--- src/rtl/cbus_pkg.sv ---
// cbus_pkg
// Shared definitions for the C-bus write-back path: destination code
// constants, widths, DEMUXS source encodings, the demux FSM state type and a
// legality helper that the A-bus side can reuse.
// Ports: none (package).
// Optional feature macro used by c_bus_demux: C_BUS_DEMUX_TRAP_EN.
package cbus_pkg;

  localparam int DATA_W  = 16;
  localparam int CODE_W  = 5;
  localparam int WR_EN_W = 22;

  // Destination codes; the bit index in WR_EN equals the code value.
  localparam logic [CODE_W-1:0] CODE_R1   = 5'd1;
  localparam logic [CODE_W-1:0] CODE_R2   = 5'd2;
  localparam logic [CODE_W-1:0] CODE_R3   = 5'd3;
  localparam logic [CODE_W-1:0] CODE_R4   = 5'd4;
  localparam logic [CODE_W-1:0] CODE_R5   = 5'd5;
  localparam logic [CODE_W-1:0] CODE_R6   = 5'd6;
  localparam logic [CODE_W-1:0] CODE_R7   = 5'd7;
  localparam logic [CODE_W-1:0] CODE_R8   = 5'd8;
  localparam logic [CODE_W-1:0] CODE_R9   = 5'd9;
  localparam logic [CODE_W-1:0] CODE_R10  = 5'd10;
  localparam logic [CODE_W-1:0] CODE_R11  = 5'd11;
  localparam logic [CODE_W-1:0] CODE_R12  = 5'd12;
  localparam logic [CODE_W-1:0] CODE_R13  = 5'd13;
  localparam logic [CODE_W-1:0] CODE_R14  = 5'd14;
  localparam logic [CODE_W-1:0] CODE_TOTR = 5'd15;
  localparam logic [CODE_W-1:0] CODE_AR   = 5'd18;
  localparam logic [CODE_W-1:0] CODE_MDDR = 5'd19;
  localparam logic [CODE_W-1:0] CODE_AC   = 5'd20;
  localparam logic [CODE_W-1:0] CODE_MIDR = 5'd21;

  // Code that the NONE source selection resolves to; it is never legal.
  localparam logic [CODE_W-1:0] CODE_NONE = 5'd0;

  // DEMUXS source encodings.
  localparam logic [1:0] DEMUXS_NONE  = 2'd0;
  localparam logic [1:0] DEMUXS_RG1   = 2'd1;
  localparam logic [1:0] DEMUXS_MUX1D = 2'd2;
  localparam logic [1:0] DEMUXS_RG2   = 2'd3;

  typedef enum logic [1:0] {
    ST_IDLE,
    ST_DECODE,
    ST_WRITE,
    ST_ACK
  } cbus_state_t;

  // Legal codes form two contiguous runs: R1..TOTR and AR..MIDR.
  // Codes 16 and 17 sit in the gap and have no register behind them.
  function automatic logic code_is_legal(input logic [CODE_W-1:0] code);
    return ((code >= CODE_R1) && (code <= CODE_TOTR)) ||
           ((code >= CODE_AR) && (code <= CODE_MIDR));
  endfunction

endpackage

--- src/rtl/c_bus_dest_decode.sv ---
// c_bus_dest_decode
// Purely combinational destination decoder: turns a 5-bit destination code
// into a one-hot register load vector plus a legal flag. Unmapped codes give
// an all-zero vector with legal low, so WR_EN bits 0, 16 and 17 never set.
// Ports:
//   code   in  5   destination code
//   onehot out 22  one-hot load vector, bit index = code
//   legal  out 1   code maps to a real register
module c_bus_dest_decode
  import cbus_pkg::*;
(
  input  logic [CODE_W-1:0]  code,
  output logic [WR_EN_W-1:0] onehot,
  output logic               legal
);

  // Each bit compares against its own index, which keeps codes 22..31
  // from ever indexing past the top of the vector.
  always_comb begin
    legal  = code_is_legal(code);
    onehot = '0;
    for (int i = 0; i < WR_EN_W; i++) begin
      onehot[i] = legal && (code == i[CODE_W-1:0]);
    end
  end

endmodule

--- src/rtl/c_bus_demux.sv ---
// c_bus_demux
// Write-back demultiplexer for the C bus. A single-cycle WR_REQ captures the
// C-bus result and the destination code chosen by DEMUXS, then walks
// IDLE -> DECODE -> WRITE -> ACK, giving one cycle of one-hot WR_EN to the
// register bank followed by a one-cycle WR_ACK.
// Ports:
//   Clock      in  1   system clock, rising edge
//   Reset      in  1   asynchronous active-high reset
//   C_BUS_in   in  16  result data to write
//   RG1_out    in  5   destination code from RG1
//   RG2_out    in  5   destination code from RG2
//   MUX1D_out  in  5   destination code from the microinstruction field
//   DEMUXS     in  2   code source: 0 none, 1 RG1, 2 MUX1D, 3 RG2
//   WR_REQ     in  1   single-cycle write request pulse
//   WR_DATA    out 16  registered write data
//   WR_EN      out 22  one-hot load enables
//   WR_ACK     out 1   completion pulse
//   BUSY       out 1   transaction in flight
//   OVERRUN    out 1   sticky: a request was dropped
//   ILLEGAL    out 1   pulse alongside WR_ACK for an unmapped code
// Optional feature: define C_BUS_DEMUX_TRAP_EN to enable ILLEGAL; otherwise
// ILLEGAL is held at 0 and unmapped codes are acknowledged silently.
module c_bus_demux
  import cbus_pkg::*;
(
  input  logic               Clock,
  input  logic               Reset,
  input  logic [DATA_W-1:0]  C_BUS_in,
  input  logic [CODE_W-1:0]  RG1_out,
  input  logic [CODE_W-1:0]  RG2_out,
  input  logic [CODE_W-1:0]  MUX1D_out,
  input  logic [1:0]         DEMUXS,
  input  logic               WR_REQ,
  output logic [DATA_W-1:0]  WR_DATA,
  output logic [WR_EN_W-1:0] WR_EN,
  output logic               WR_ACK,
  output logic               BUSY,
  output logic               OVERRUN,
  output logic               ILLEGAL
);

  cbus_state_t        state_q, state_d;
  logic [DATA_W-1:0]  data_q, data_d;
  logic [CODE_W-1:0]  code_q, code_d;
  logic [WR_EN_W-1:0] onehot_q, onehot_d;
  logic               legal_q, legal_d;
  logic [WR_EN_W-1:0] wr_en_q, wr_en_d;
  logic               wr_ack_q, wr_ack_d;
  logic               busy_q, busy_d;
  logic               overrun_q, overrun_d;
  logic               illegal_q, illegal_d;
  logic               armed_q, armed_d;

  logic [CODE_W-1:0]  sel_code;
  logic [WR_EN_W-1:0] dec_onehot;
  logic               dec_legal;

  // Source select for the destination code; only sampled on capture.
  always_comb begin
    sel_code = CODE_NONE;
    case (DEMUXS)
      DEMUXS_RG1:   sel_code = RG1_out;
      DEMUXS_MUX1D: sel_code = MUX1D_out;
      DEMUXS_RG2:   sel_code = RG2_out;
      default:      sel_code = CODE_NONE;
    endcase
  end

  // Decode from the captured code so late source changes cannot leak in.
  c_bus_dest_decode u_dest_decode (
    .code   (code_q),
    .onehot (dec_onehot),
    .legal  (dec_legal)
  );

  // Next-state and next-output logic. Outputs are computed one step ahead
  // so every port comes straight from a flop: WR_EN appears the cycle after
  // WRITE, WR_ACK the cycle after ACK. armed_q stays low for the first edge
  // after reset so a request coinciding with reset release is ignored.
  always_comb begin
    state_d   = state_q;
    data_d    = data_q;
    code_d    = code_q;
    onehot_d  = onehot_q;
    legal_d   = legal_q;
    overrun_d = overrun_q;
    wr_en_d   = '0;
    wr_ack_d  = 1'b0;
    illegal_d = 1'b0;
    armed_d   = 1'b1;

    case (state_q)
      ST_IDLE: begin
        if (WR_REQ && armed_q) begin
          data_d  = C_BUS_in;
          code_d  = sel_code;
          state_d = ST_DECODE;
        end
      end
      ST_DECODE: begin
        onehot_d = dec_onehot;
        legal_d  = dec_legal;
        state_d  = ST_WRITE;
        if (WR_REQ) overrun_d = 1'b1;
      end
      ST_WRITE: begin
        wr_en_d = legal_q ? onehot_q : '0;
        state_d = ST_ACK;
        if (WR_REQ) overrun_d = 1'b1;
      end
      ST_ACK: begin
        wr_ack_d = 1'b1;
`ifdef C_BUS_DEMUX_TRAP_EN
        illegal_d = ~legal_q;
`else
        illegal_d = 1'b0;
`endif
        state_d = ST_IDLE;
        if (WR_REQ) overrun_d = 1'b1;
      end
      default: state_d = ST_IDLE;
    endcase

    // BUSY covers the whole sequence including the cycle WR_ACK is high.
    busy_d = (state_d != ST_IDLE) || wr_ack_d;
  end

  // Single state register for the FSM and all registered outputs; reset
  // aborts any transaction in flight and zeroes every output immediately.
  always_ff @(posedge Clock or posedge Reset) begin
    if (Reset) begin
      state_q   <= ST_IDLE;
      data_q    <= '0;
      code_q    <= '0;
      onehot_q  <= '0;
      legal_q   <= 1'b0;
      wr_en_q   <= '0;
      wr_ack_q  <= 1'b0;
      busy_q    <= 1'b0;
      overrun_q <= 1'b0;
      illegal_q <= 1'b0;
      armed_q   <= 1'b0;
    end else begin
      state_q   <= state_d;
      data_q    <= data_d;
      code_q    <= code_d;
      onehot_q  <= onehot_d;
      legal_q   <= legal_d;
      wr_en_q   <= wr_en_d;
      wr_ack_q  <= wr_ack_d;
      busy_q    <= busy_d;
      overrun_q <= overrun_d;
      illegal_q <= illegal_d;
      armed_q   <= armed_d;
    end
  end

  assign WR_DATA = data_q;
  assign WR_EN   = wr_en_q;
  assign WR_ACK  = wr_ack_q;
  assign BUSY    = busy_q;
  assign OVERRUN = overrun_q;
  assign ILLEGAL = illegal_q;

endmodule

--- config.mk ---
export PLATFORM = sky130hd
export DESIGN_NAME = c_bus_demux
export DESIGN_NICKNAME = d
export VERILOG_FILES = /design/src/rtl/cbus_pkg.sv /design/src/rtl/c_bus_dest_decode.sv /design/src/rtl/c_bus_demux.sv
export SDC_FILE = /design/constraint.sdc
export NUM_CORES = 1
export LEC_CHECK = 0
export ABC_CLOCK_PERIOD_IN_PS = 2900
export CAP_MARGIN = 20
export CORE_MARGIN = 2
export CORE_UTILIZATION = 47
export CTS_CLUSTER_SIZE = 20
export DETAILED_ROUTE_END_ITERATION = 10
export MAX_ROUTING_LAYER = met4
export PLACE_DENSITY = 0.83
export SLEW_MARGIN = 15
export SYNTH_ARGS = -nofsm -noshare
export SYNTH_HDL_FRONTEND = slang
export SYNTH_SLANG_ARGS = --single-unit
--- constraint.sdc ---
create_clock -name Clock -period 2.9 [get_ports Clock]
set_clock_uncertainty 0.1 [all_clocks]
set_input_delay 0.58 -clock Clock [delete_from_list [all_inputs] [get_ports Clock]]
set_output_delay 0.58 -clock Clock [all_outputs]
set_load 0.1 [all_outputs]
======== Word-level counts from Yosys, hierarchy flattened ========
Index checks and enable logic that the tools add are counted.
word-level totals
  register bits ........................... 72
  bits of input ports ..................... 36
cells by class
  $lt $le $gt $ge ......................... 4
  eq/ne operators ......................... 27
  muxes and demuxes ....................... 6
  reductions and logical operators ........ 33
operators by type and width
  cell                                                 count
  2-to-1 mux 22 bit                                    2
  == test 5 x 4 -> 1 bit, second input constant        8
  == test 5 bit, second input constant                 6
  logical AND 1 bit                                    25
  == test 5 x 3 -> 1 bit, second input constant        4
  one-hot mux 5 bit (3 select lines)                   1
  == test 5 x 2 -> 1 bit, second input constant        2
  == test 2 bit, second input constant                 4
  one-hot mux 2 bit (4 select lines)                   1
  == test 5 x 1 -> 1 bit, second input constant        1
  >= comparator 5 x 1 -> 1 bit, second input constant  1
  >= comparator 5 bit, second input constant           1
  <= comparator 5 x 4 -> 1 bit, second input constant  1
  <= comparator 5 bit, second input constant           1
  logical NOT 5 bit                                    1
  == test 2 x 1 -> 1 bit, second input constant        2
  AND reduction 2 bit                                  2
  OR reduction 3 bit                                   1
  logical NOT 2 bit                                    1
  logical OR 1 bit                                     2
  2-to-1 mux 2 bit                                     1
  nonzero test 2 bit                                   1
  2-to-1 mux 1 bit                                     1

======== Longest topological paths before layout ========
  depth in word-level cells ............... 5
  depth in mapped cells ................... 6
  mapped depth without buffers ............ 5

======== By module ========
Synthesis repeated with hierarchy kept, for this count alone.
second synthesis, totals
  cell total of the unflattened synthesis .. 254
  area, all modules ....................... 2940.3 um^2
by module, submodules not included
  module             instances  cells each  area each (um^2)  sequential area each (um^2)
  c_bus_demux        1          215         2710.1            1801.7
  c_bus_dest_decode  1          39          230.2             0.0

======== Worst setup path before layout ========
OpenSTA, ideal clock, no wires.
  path kind ............................... register -> output
  from .................................... reg overrun_q, in the netlist OVERRUN
  to ...................................... out OVERRUN
  arrival time ............................ 0.899 ns
  required time ........................... 2.220 ns
  slack ................................... 1.321 ns
  cell stages (with the launch flop) ...... 1
  path buffers ............................ 0
  cell sequence ........................... dfrtp_1
RTL lines
  item                    RTL line            text
  start, declared         c_bus_demux.sv:50   logic overrun_q, overrun_d;
  start signal, assigned  c_bus_demux.sv:152  overrun_q <= overrun_d;
  end, declared           c_bus_demux.sv:38   output logic OVERRUN,
No word-level cell between the ends.

======== Final worst setup path ========
  from .................................... reg state_q[1]
  to ...................................... reg onehot_q[15]
between the ends
  longest elaborated chain between the ends .. 1
RTL lines
  item                    RTL line            text
  start, declared         c_bus_demux.sv:42   cbus_state_t state_q, state_d;
  start signal, assigned  c_bus_demux.sv:144  state_q <= state_d;
  == test 2 x 1 -> 1 bit  c_bus_demux.sv:92   case (state_q)
  end signal, assigned    c_bus_demux.sv:147  onehot_q <= onehot_d;
  end, declared           c_bus_demux.sv:45   logic [WR_EN_W-1:0] onehot_q, onehot_d;
Every way passes these cells.
A chain may end at the register's enable or synchronous reset.

==> impl_results.md <==
- Status: finished clean
- Yosys top cell area share: 63.5%
- GRT Overall Usage: 17.7%
- Vias in the first global route: 1,836
- Die Wd: 81.7 um
- Top Ports: 78
- Pin count of the biggest net entering global routing: 61
- First-pass GRT wire length: 8460 um
- Rel. slew slack: 55.6%
- Synth cell count leaders: dfrtp_1, inv_1, and3_1, o22ai_1, nand2_1
- Final WL: 5270 um
- NumNets Final: 345
- TritonCTS clock tree: done
- Min Tclk post-route: 1.82 ns
- DRT antenna net count: 0
- Element type at the critical path start: flop
- Setup Crit Path Kind: reg -> reg
- CTS Hold Buffers Added: 0
- Min-Delay Path Class: reg -> reg
- HPWL after DPL: 3660 um
- Setup Total Neg Slack: 0 ns
- Grt total ovfl: 0
- Reg power frac: 35.9%
- Clock power share: 16.9%
- Clock Tree Root: clkbuf_8
- Syn Std Cell Area: 0.00284 mm^2
- Distinct cells, synth: 28
- Placer Congestion: 0.742
- Post-synth ARST share: 100%
- Crit path DAT: 1.97 ns
- Crit share post-route: 62.6%
- NetSw: 1.98 mW
- Setup-failing EPs final: 0
- Pint: 2.10 mW
- Chip Height: 81.7 um
- Synth Flop Type: dfrtp_1
- DRC viols: 0
- Final hold violations: 0
- Syn nets: 268
- Mean Syn Cell Area: 12.5 um^2
- Worst skew pair latency: 0.34 ns
- Sinks on Clock Net: 72
- Comb power frac: 47.2%
- Via density: 4.92
- Post-CTS resize count: 0
- Clock Path Buffers: 2
- Layout cells sized above 1: 26.5%
- LEAKAGE: 1.87 nW
- Peak Freq: 0.551 GHz
- CP Capture Type: flop
- Vias: 1,888
- Critical Path RT: 3.05 ns
- DR WL/cell: 13.7 um
- Reg2reg setup slack: 1.08 ns
- DR pass1 iterations: 4
- Cell Chain, Critical Path: inv_1 > ha_1 > buf_4 > nor2b_1 > nand3_1 > o22ai_1
- Slew @ Worst Pin: 0.667 ns
- Port buffer count: 76
- Max Cap Viol: 0
- Htree depth: 3
- Total power: 4.08 mW
- CORE AREA: 0.00589 mm^2
- PD cells: 1100 mW/mm^2
- N_diodes: 0
- Sequential-to-total area share from yosys stat: 63.5%
- Largest area contributor in the netlist: dfrtp_1
- Placed cells: 368
- Starting Density: 48.2%
- Drt first-iter violations: 107
- Pins Over Slew Limit: 0
- RSZ-0062 raised after global routing: no
- Critical path fanouts, max: 29
- Count leader, synth: dfrtp_1
- Total CTS buffers: 9
- Initial antenna violation count: 0
- Synthesized netlist cell count: 227
- Sw frac: 48.5%
- #FFs+latches synth: 72
- Row Count: 28
- Reg clk slew, reported paths: 0.07 ns
- Non-filler cells in the finished layout: 384
- Post-synth EDFFs: 0
- Post-CTS Setup Bufs: 0
- Max incr delay on CP: 0.40 ns
- Die area: 0.00667 mm^2
- Syn-to-layout area delta: 31.4%
- Ranking of synthesized cells by area: dfrtp_1, mux2_4, and3_1
- Yosys warnings: 0
- VDD IR-drop max: 0.935 mV
- CP max-delay cell: dfrtp_1
path summary, 6_finish.rpt:
kind,cells past startpoint,from,to
min reg2reg,1,OVERRUN,OVERRUN
min in group asynchronous,2,Reset,WR_DATA[10]
min,1,OVERRUN,OVERRUN
max reg2reg,6,state_q[1],onehot_q[15]
max,6,state_q[1],onehot_q[15]
max in group asynchronous,3,Reset,WR_EN[8]
cell type report:
type	count	area, um^2
well taps	75	93.8
fillers	488	2160
clock buffers	11	141
repair buffers	78	686
inverters	23	86.3
flip-flops and latches	72	1800
clock inverters	5	32.5
multi-input cells	120	885
power by group through the flow:
stage,logic [mW],registers [mW],clock network [mW]
after detailed placement,1.93,1.48,0
after floorplan,0.623,2.36,0
final,1.92,1.47,0.691
after global routing,2.03,1.50,0.756
after global placement,1.89,1.47,0
after CTS,1.93,1.46,0.710
metal layers:
| layer | track usage, % | wire length, um | share of wire, % |
|---|---|---|---|
| met1 | 19.8 | 2260 | 43 |
| met2 | 30.2 | 2620 | 50 |
| met3 | 4.73 | 288 | 5.5 |
| met4 | 7.33 | 97 | 1.8 |
| met5 | - | 0 | 0 |
cells in the final DEF (no fill, tap or decap), drive strengths merged:
cell type | netlist | final
mux2 | 21 | 21
nand2b | 2 | 2
ha | 5 | 5
buf | 6 | 43
o22ai | 19 | 19
a22oi | 5 | 5
or2 | 1 | 1
a41o | 1 | 1
and3 | 22 | 22
o21ai | 6 | 6
dfrtp | 72 | 72
clkdlybuf4s50 | 0 | 35
nand3b | 1 | 1
and2b | 1 | 1
nand3 | 5 | 5
or3 | 1 | 1
a21o | 1 | 1
nor2b | 7 | 7
inv | 23 | 23
clkbuf | 6 | 11
nor2 | 5 | 5
clkinv | 0 | 5
conb | 2 | 2
nand2 | 13 | 13
a21oi | 2 | 2
sequential cells by signal, indices dropped and copies added, names as in the netlist:
signal    cells
armed_q       1
BUSY          1
legal_q       1
WR_EN        22
OVERRUN       1
state_q       2
onehot_q     22
code_q        5
WR_ACK        1
WR_DATA      16
stage by stage:
stage                     setup slack [ns]  instance area, um^2  utilization [%]  hold slack (ns)
after floorplan                      0.395                 2840                -            0.355
after global placement               0.827                 3550             60.4            0.347
after detailed placement             0.791                 3550             60.4            0.357
after CTS                             1.06                 3730             63.3            0.376
after global routing                 0.926                 3730             63.3            0.404
final                                 1.08                 3730             63.3            0.371
logic make-up after synthesis:
family / Yosys count / share of synthesized area (%)
buffers and inverters: 35 / 5.25
and+or+nand+nor: 58 / 11.5
AOI/OAI and AO/OA: 34 / 7.55
adders and majority gates: 5 / 2.21
muxes: 21 / 9.66
DFF: 72 / 63.5
other: 2 / 0.265
critical path: cells and delay by family (launching register included):
family          cells  cell delay (ns)
buf+inv             2             0.38
simple gates        2             0.52
flops               1             0.40
compound gates      1             0.19
fa+ha+maj           1             0.15
Note: power is estimated with default switching activity, not from simulation.
